==> src/rtl/gf2_pkg.sv <==
// Shared types and width helpers for the GF(2) solver blocks.
// Contents:
//   solve_state_t : controller states of the minimum-weight solver
//   cnt_w(n)      : width of a counter that must hold the value n (min 1)
//   idx_w(n)      : width of an index into n items (min 1)
package gf2_pkg;

  typedef enum logic [2:0] {
    IDLE,
    SCAN,
    COLLECT,
    ENUM,
    DONE
  } solve_state_t;

  function automatic int unsigned cnt_w(input int unsigned n);
    if (n <= 1) return 1;
    return $clog2(n + 1);
  endfunction

  function automatic int unsigned idx_w(input int unsigned n);
    if (n <= 1) return 1;
    return $clog2(n);
  endfunction

endpackage

==> src/rtl/gf2_leading_one.sv <==
// Combinational priority encoder: index of the highest set bit of i_vec.
// Ports:
//   i_vec   : input vector (caller masks it down to the variable field)
//   o_idx   : bit index of the most significant one (0 when none)
//   o_valid : at least one bit of i_vec is set
module gf2_leading_one
  import gf2_pkg::*;
#(
  parameter int unsigned W  = 8,
  parameter int unsigned IW = idx_w(W)
) (
  input  logic [W-1:0]  i_vec,
  output logic [IW-1:0] o_idx,
  output logic          o_valid
);

  // Ascending scan: the last hit, i.e. the highest bit, wins.
  always_comb begin
    o_idx   = '0;
    o_valid = 1'b0;
    for (int b = 0; b < int'(W); b++) begin
      if (i_vec[b]) begin
        o_idx   = IW'(b);
        o_valid = 1'b1;
      end
    end
  end

endmodule

==> src/rtl/gf2_min_weight_solve.sv <==
// Minimum-Hamming-weight solver for a GF(2) system in reduced row-echelon form.
// Scans rows for pivots, collects free variables, then enumerates every free
// assignment (one per cycle) keeping the lightest consistent solution.
// Ports:
//   clk, rst_n : clock, synchronous active-low reset
//   rows, cols : active equations / active augmented columns (nvars = cols-1)
//   start      : request, sampled only while idle
//   RREF       : matrix rows; variable j at bit MAX_COLS-1-j, RHS at MAX_COLS-cols
//   ready      : one-cycle completion pulse
//   solvable   : a solution exists and was enumerated
//   overflow   : more free variables than MAX_FREE
//   min_weight : popcount of the best solution
//   solution   : best assignment in the variable layout of RREF
module gf2_min_weight_solve
  import gf2_pkg::*;
#(
  parameter int unsigned MAX_ROWS   = 4,
  parameter int unsigned MAX_COLS   = 5,
  parameter int unsigned MAX_FREE   = 8,
  parameter int unsigned MAX_ROWS_W = cnt_w(MAX_ROWS),
  parameter int unsigned MAX_COLS_W = cnt_w(MAX_COLS)
) (
  input  logic                  clk,
  input  logic                  rst_n,
  input  logic [MAX_ROWS_W-1:0] rows,
  input  logic [MAX_COLS_W-1:0] cols,
  input  logic                  start,
  input  logic [MAX_COLS-1:0]   RREF [MAX_ROWS],
  output logic                  ready,
  output logic                  solvable,
  output logic                  overflow,
  output logic [MAX_COLS_W-1:0] min_weight,
  output logic [MAX_COLS-1:0]   solution
);

  localparam int unsigned IW     = idx_w(MAX_COLS);
  localparam int unsigned FW     = cnt_w(MAX_FREE);
  localparam int unsigned MW     = MAX_FREE + 1;
  localparam int unsigned FREE_N = (MAX_FREE == 0) ? 1 : MAX_FREE;

  solve_state_t r_state, w_state_next;

  logic [MAX_COLS-1:0]   r_rref [MAX_ROWS];
  logic [MAX_ROWS_W-1:0] r_rows, r_row;
  logic [MAX_COLS_W-1:0] r_cols, r_col;
  logic [MAX_ROWS-1:0]   r_piv_valid;
  logic [IW-1:0]         r_piv_idx [MAX_ROWS];
  logic [MAX_COLS-1:0]   r_piv_cols;
  logic [IW-1:0]         r_free [FREE_N];
  logic [FW-1:0]         r_nfree;
  logic                  r_incons, r_ovf;
  logic [MW-1:0]         r_mask;
  logic [MAX_COLS_W-1:0] r_best_w;
  logic [MAX_COLS-1:0]   r_best_sol;
  logic                  r_ready, r_solvable, r_overflow;
  logic [MAX_COLS_W-1:0] r_min_weight;
  logic [MAX_COLS-1:0]   r_solution;

  logic [MAX_COLS_W-1:0] w_nvars;
  logic [MAX_COLS-1:0]   w_var_mask, w_rhs_mask;
  logic [MAX_COLS-1:0]   w_cur_row, w_lead_in, w_lead_onehot;
  logic [IW-1:0]         w_lead_idx;
  logic                  w_lead_valid, w_cur_rhs;
  logic [MAX_COLS-1:0]   w_col_bit;
  logic [IW-1:0]         w_col_pos;
  logic                  w_col_free, w_last_row, w_last_col, w_ovf_next;
  logic [MW-1:0]         w_last_mask;
  logic [MAX_COLS-1:0]   w_assign, w_sol;
  logic [MAX_COLS_W-1:0] w_pop;

  assign w_nvars = (r_cols == '0) ? '0 : r_cols - MAX_COLS_W'(1);

  // Field masks from the captured column count.
  always_comb begin
    w_var_mask = '0;
    w_rhs_mask = '0;
    for (int b = 0; b < int'(MAX_COLS); b++) begin
      w_var_mask[b] = (b + int'(r_cols)) > int'(MAX_COLS);
      w_rhs_mask[b] = (b + int'(r_cols)) == int'(MAX_COLS);
    end
  end

  always_comb begin
    w_cur_row = '0;
    for (int r = 0; r < int'(MAX_ROWS); r++) begin
      if (r_row == MAX_ROWS_W'(r)) w_cur_row = r_rref[r];
    end
  end

  assign w_lead_in = w_cur_row & w_var_mask;
  assign w_cur_rhs = |(w_cur_row & w_rhs_mask);

  gf2_leading_one #(
    .W (MAX_COLS),
    .IW(IW)
  ) u_lead (
    .i_vec  (w_lead_in),
    .o_idx  (w_lead_idx),
    .o_valid(w_lead_valid)
  );

  always_comb begin
    w_lead_onehot = '0;
    w_col_bit     = '0;
    w_col_pos     = '0;
    for (int b = 0; b < int'(MAX_COLS); b++) begin
      if (w_lead_valid && w_lead_idx == IW'(b)) w_lead_onehot[b] = 1'b1;
      if (b + int'(r_col) == int'(MAX_COLS) - 1) begin
        w_col_bit[b] = 1'b1;
        w_col_pos    = IW'(b);
      end
    end
  end

  assign w_col_free  = ~|(w_col_bit & r_piv_cols);
  assign w_last_row  = (r_row == r_rows - MAX_ROWS_W'(1));
  assign w_last_col  = (r_col == w_nvars - MAX_COLS_W'(1));
  assign w_ovf_next  = r_ovf | (w_col_free && r_nfree == FW'(MAX_FREE));
  assign w_last_mask = MW'((64'd1 << r_nfree) - 64'd1);

  // Candidate for the current mask: free bits straight from the mask, each
  // pivot bit back-substituted from its row.
  always_comb begin
    w_assign = '0;
    for (int i = 0; i < int'(FREE_N); i++) begin
      for (int b = 0; b < int'(MAX_COLS); b++) begin
        if (FW'(i) < r_nfree && r_mask[i] && r_free[i] == IW'(b)) w_assign[b] = 1'b1;
      end
    end
    w_sol = w_assign;
    for (int r = 0; r < int'(MAX_ROWS); r++) begin
      for (int b = 0; b < int'(MAX_COLS); b++) begin
        if (r_piv_valid[r] && r_piv_idx[r] == IW'(b)) begin
          w_sol[b] = (|(r_rref[r] & w_rhs_mask)) ^ (^(r_rref[r] & w_var_mask & w_assign));
        end
      end
    end
    w_pop = '0;
    for (int b = 0; b < int'(MAX_COLS); b++) w_pop = w_pop + MAX_COLS_W'(w_sol[b]);
  end

  always_comb begin
    w_state_next = r_state;
    case (r_state)
      IDLE: begin
        if (start) begin
          if (rows != '0)                    w_state_next = SCAN;
          else if (cols > MAX_COLS_W'(1))    w_state_next = COLLECT;
          else                               w_state_next = ENUM;
        end
      end
      SCAN: begin
        if (!w_lead_valid && w_cur_rhs)      w_state_next = DONE;
        else if (w_last_row)                 w_state_next = (w_nvars != '0) ? COLLECT : ENUM;
      end
      COLLECT: begin
        if (w_last_col)                      w_state_next = w_ovf_next ? DONE : ENUM;
      end
      ENUM: begin
        if (r_mask == w_last_mask)           w_state_next = DONE;
      end
      DONE:                                  w_state_next = IDLE;
      default:                               w_state_next = IDLE;
    endcase
  end

  always_ff @(posedge clk) begin
    if (!rst_n) begin
      r_state      <= IDLE;
      r_rows       <= '0;
      r_row        <= '0;
      r_cols       <= '0;
      r_col        <= '0;
      r_piv_valid  <= '0;
      r_piv_cols   <= '0;
      r_nfree      <= '0;
      r_incons     <= 1'b0;
      r_ovf        <= 1'b0;
      r_mask       <= '0;
      r_best_w     <= '1;
      r_best_sol   <= '0;
      r_ready      <= 1'b0;
      r_solvable   <= 1'b0;
      r_overflow   <= 1'b0;
      r_min_weight <= '0;
      r_solution   <= '0;
      for (int r = 0; r < int'(MAX_ROWS); r++) begin
        r_rref[r]    <= '0;
        r_piv_idx[r] <= '0;
      end
      for (int i = 0; i < int'(FREE_N); i++) r_free[i] <= '0;
    end else begin
      r_state <= w_state_next;
      r_ready <= 1'b0;
      case (r_state)
        IDLE: begin
          if (start) begin
            for (int r = 0; r < int'(MAX_ROWS); r++) r_rref[r] <= RREF[r];
            r_rows      <= rows;
            r_cols      <= cols;
            r_row       <= '0;
            r_col       <= '0;
            r_piv_valid <= '0;
            r_piv_cols  <= '0;
            r_nfree     <= '0;
            r_incons    <= 1'b0;
            r_ovf       <= 1'b0;
            r_mask      <= '0;
            r_best_w    <= '1;
            r_best_sol  <= '0;
          end
        end
        SCAN: begin
          r_row <= r_row + MAX_ROWS_W'(1);
          if (w_lead_valid) begin
            r_piv_cols <= r_piv_cols | w_lead_onehot;
            for (int r = 0; r < int'(MAX_ROWS); r++) begin
              if (r_row == MAX_ROWS_W'(r)) begin
                r_piv_valid[r] <= 1'b1;
                r_piv_idx[r]   <= w_lead_idx;
              end
            end
          end else if (w_cur_rhs) begin
            r_incons <= 1'b1;
          end
        end
        COLLECT: begin
          r_col <= r_col + MAX_COLS_W'(1);
          if (w_col_free) begin
            if (r_nfree == FW'(MAX_FREE)) begin
              r_ovf <= 1'b1;
            end else begin
              for (int i = 0; i < int'(FREE_N); i++) begin
                if (r_nfree == FW'(i)) r_free[i] <= w_col_pos;
              end
              r_nfree <= r_nfree + FW'(1);
            end
          end
        end
        ENUM: begin
          r_mask <= r_mask + MW'(1);
          // Strict compare: ties keep the earlier mask.
          if (w_pop < r_best_w) begin
            r_best_w   <= w_pop;
            r_best_sol <= w_sol;
          end
        end
        DONE: begin
          r_ready    <= 1'b1;
          r_solvable <= !r_incons && !r_ovf;
          r_overflow <= r_ovf;
          if (!r_incons && !r_ovf) begin
            r_min_weight <= r_best_w;
            r_solution   <= r_best_sol;
          end else begin
            r_min_weight <= '0;
            r_solution   <= '0;
          end
        end
        default: ;
      endcase
    end
  end

  assign ready      = r_ready;
  assign solvable   = r_solvable;
  assign overflow   = r_overflow;
  assign min_weight = r_min_weight;
  assign solution   = r_solution;

endmodule
==> config.mk <==
export PLATFORM = sky130hd
export DESIGN_NAME = gf2_min_weight_solve
export DESIGN_NICKNAME = d
export VERILOG_FILES = /design/src/rtl/gf2_pkg.sv /design/src/rtl/gf2_leading_one.sv /design/src/rtl/gf2_min_weight_solve.sv
export SDC_FILE = /design/constraint.sdc
export NUM_CORES = 1
export LEC_CHECK = 0
export ABC_AREA = 1
export BUFFER_PORTS_ARGS = -buffer_cell sky130_fd_sc_hd__buf_2
export CORE_MARGIN = 8
export CORE_UTILIZATION = 53
export CTS_BUF_LIST = sky130_fd_sc_hd__clkbuf_8
export CTS_CLUSTER_DIAMETER = 80
export DETAILED_ROUTE_END_ITERATION = 6
export PLACE_DENSITY = 0.71
export SYNTH_ARGS = -nofsm -noshare
export SYNTH_HDL_FRONTEND = slang
export SYNTH_HIERARCHICAL = 1
export SYNTH_SLANG_ARGS = --single-unit
==> constraint.sdc <==
create_clock -name clk -period 6.05 [get_ports clk]
set_input_delay 0.3025 -clock clk [delete_from_list [all_inputs] [get_ports clk]]
set_output_delay 0.3025 -clock clk [all_outputs]
set_load 0.005 [all_outputs]
==> impl_metrics.yaml <==
global_route:
  grt_max_degree: 36
  grt_pass1_wl_mm: 32.2
  grtUsageTotal: 0.218
  antenna_found_initial: 0
  overflow: 0
  grt_pass1_vias: 6598
place:
  port_buffers: 39
  dpl.hpwl_mm: 15.3
  gp_congestion: 0.988
  numPlacedInstances: 1353
  post-place-ws_ns: 0.638
  dpl-instance-area_um2: 8140
routing:
  drc: 0
  first_pass_iters: 6
  drt_wl_total_mm: 19.8
  viasPerCell: 5.26
  final_antenna_net_count: 0
  post_drt_wl_per_cell_um: 14.3
  num_vias: 7288
  drt_iter0_markers: 720
power_and_ir_drop:
  total_power_mw: 2.58
  powerDensity_nw_per_um2: 300
  swShare: 0.377
  power_switching_mw: 0.971
  ir_drop_uv: 143
  internal_power_mw: 1.61
  p_leak_nw: 3.83
  clockPowerShare: 0.319
  p_comb_frac: 0.293
  seqPwrFrac: 0.388
clock_network:
  holdBufCountCts: 0
  postCtsSetupRepairBufs: 0
  root_buffer: "clkbuf_8"
  cts.path.max_buffers: 2
  clk_pin_slew_worst_paths_ns: 0.07
  clock_sinks: 114
  numCtsBuffers: 17
  ctsResizeCount: 0
  htreeDepth: 4
  cts_tree: "yes"
  insertion_delay_ns: 0.46
synth:
  syn_area_um2: 7790
  seq_area_frac_synth: 0.365
  syn_inst: 1147
  syn_area_per_cell_um2: 6.79
  yosys.area_share.adder: 0.0581
  yosysTopAreaCellShare: 0.216
  synth_area_leaders: "edfxtp_1 (22%), dfxtp_1 (15%), nand2_1 (14%)"
  synthFlopType: "dfxtp_1"
  synthSimpleGateAreaFrac: 0.358
  synth_compound_area_frac: 0.0885
  yosysTopAreaCell: "edfxtp_1"
  synthDistinctLibCells: 44
  synth-edff-count: 56
  ys_async_sr_fraction: 0
  yosysWarningCount: 6
  ys_ff_latch: 114
  synth_nets: 1211
  synthXorXnorAreaFrac: 0.0289
  synth_top_family_by_area: "simple AND/OR/NAND/NOR gates"
  muxShareOfSynthArea: 0
timing:
  setup-violations-final: 0
  fmax_mhz: 184
  finalWorstSetupSlack_ns: 0.628
  final_hold_viol_count: 0
  hold_ws_ns: 0.0755
  min_period_over_period: 0.896
  worst_pin_slew_ns: 0.904
  finalSetupTns_ns: 0
  fin_worst_skew_ns: 0.00965
  min_period_ns: 5.42
  max_slew_margin: 0.393
  rsz0062_at_grt: "no"
  maxSlewViolCount: 0
floorplanning:
  initial_core_util: 0.540
  die_h_um: 137
  dieArea_um2: 18800
  rows: 44
  core_area_um2: 14400
  io-pin-count: 40
  die_x_um: 137
layout:
  final_common_cell: "nand2_1"
  design_area_um2: 8600
  n_fill_cell: 1351
  syn_to_final_growth_pct: 10.3
  register_area_um2: 2840
  nets: 1252
  layout-drive-gt1-share: 0.0933
  fin_util: 0.596
  final_cell_mix: "nand2_1 (282), nor2_1 (188), inv_1 (178)"
  final_cells: 1385
  multi_input_area_um2: 4160
  n_antenna_cell: 0
setup_path:
  critPathBufInv: 6
  path_common_cell: "nand2_1"
  crit_family: "adder cells"
  crit_path_start: "r_cols[0]$_SDFFE_PN0P_"
  worst-setup-path-type: "reg -> reg"
  required_ns: 6.36
  end_kind: "flop"
  cp_max_fo: 8
  timing.rr.start: "r_cols[0]$_SDFFE_PN0P_"
  max_stage_delay_ns: 0.48
  cp.arrival_ns: 5.73
  crit_path_top_delay_cell: "fa_1"
  worst_setup_path_start_kind: "flop"
outcome:
  outcome: "finished clean"
run:
  maxCapViolations: 0
hold_path:
  worstHoldStart: "cols[0]"
  worstHoldPathType: "in -> reg"
tightest hold or removal path, cell delays in order:
cell     delay (ns)
buf_2          0.08
nand3_1        0.06
o21ai_0        0.06
metal layers:
metal	vias to the layer above	share of wire	GRT usage
li1	3764	-	-
met1	3278	0.49	0.299
met2	222	0.43	0.335
met3	24	0.065	0.0463
met4	0	0.015	0.0694
met5	-	0	0
cell families (layout without fill, tap and decap cells):
family,Yosys count,count (layout)
AO/OA/AOI/OAI,122,122
adder cells (fa/ha/maj),35,35
buffers and inverters,207,261
flip-flops,114,114
AND/OR/NAND/NOR,645,645
XOR/XNOR,24,24
sequential cells by signal (all words and copies together), names as in the netlist, 5 cells and up:
signal,flops
r_free,24
r_mask,9
r_piv_idx,12
r_piv_cols,5
r_rref,20
solution,5
r_best_sol,5
Yosys cell counts, types with 7 or more instances:
| cell type | n |
|---|---|
| dfxtp_1 | 58 |
| o22ai_1 | 9 |
| inv_1 | 178 |
| nor3_1 | 25 |
| nor4_1 | 9 |
| nand2_1 | 282 |
| clkbuf_1 | 15 |
| nand3_2 | 7 |
| ha_1 | 33 |
| nand3b_1 | 7 |
| o21ai_0 | 47 |
| nor2_1 | 188 |
| edfxtp_1 | 56 |
| xor2_1 | 15 |
| inv_2 | 8 |
| xnor2_1 | 7 |
| nand2_2 | 7 |
| nand3_1 | 85 |
| a21oi_1 | 43 |
| nand4_1 | 19 |
cell type report:
class | instances | area share
multi-input combinational | 826 | 0.483
inverter | 188 | 0.0821
clock inverter | 14 | 0.0239
timing repair buffer | 41 | 0.0245
tap | 184 | 0.0268
clock buffer | 18 | 0.0288
sequential | 114 | 0.331
power by group through the flow:
stage	registers, mW	logic (mW)	clock network [mW]
after floorplan	0.987	0.559	0
after CTS	0.998	0.749	0.834
final	1.00	0.757	0.823
after detailed placement	1.02	0.742	0
after global placement	1.01	0.735	0
after global routing	1.01	0.852	0.867
final timing paths:
check | to | slack [ns] | depth (start not counted)
worst max-delay path | r_best_w[2]$_SDFFE_PN1P_ | 0.63 | 32
worst min-delay path | r_cols[0]$_SDFFE_PN0P_ | 0.08 | 3
worst max register to register | r_best_w[2]$_SDFFE_PN1P_ | 0.63 | 32
worst min register to register | solvable$_SDFFE_PN0P_ | 0.46 | 2
Note: power is estimated with default switching activity, not from simulation.
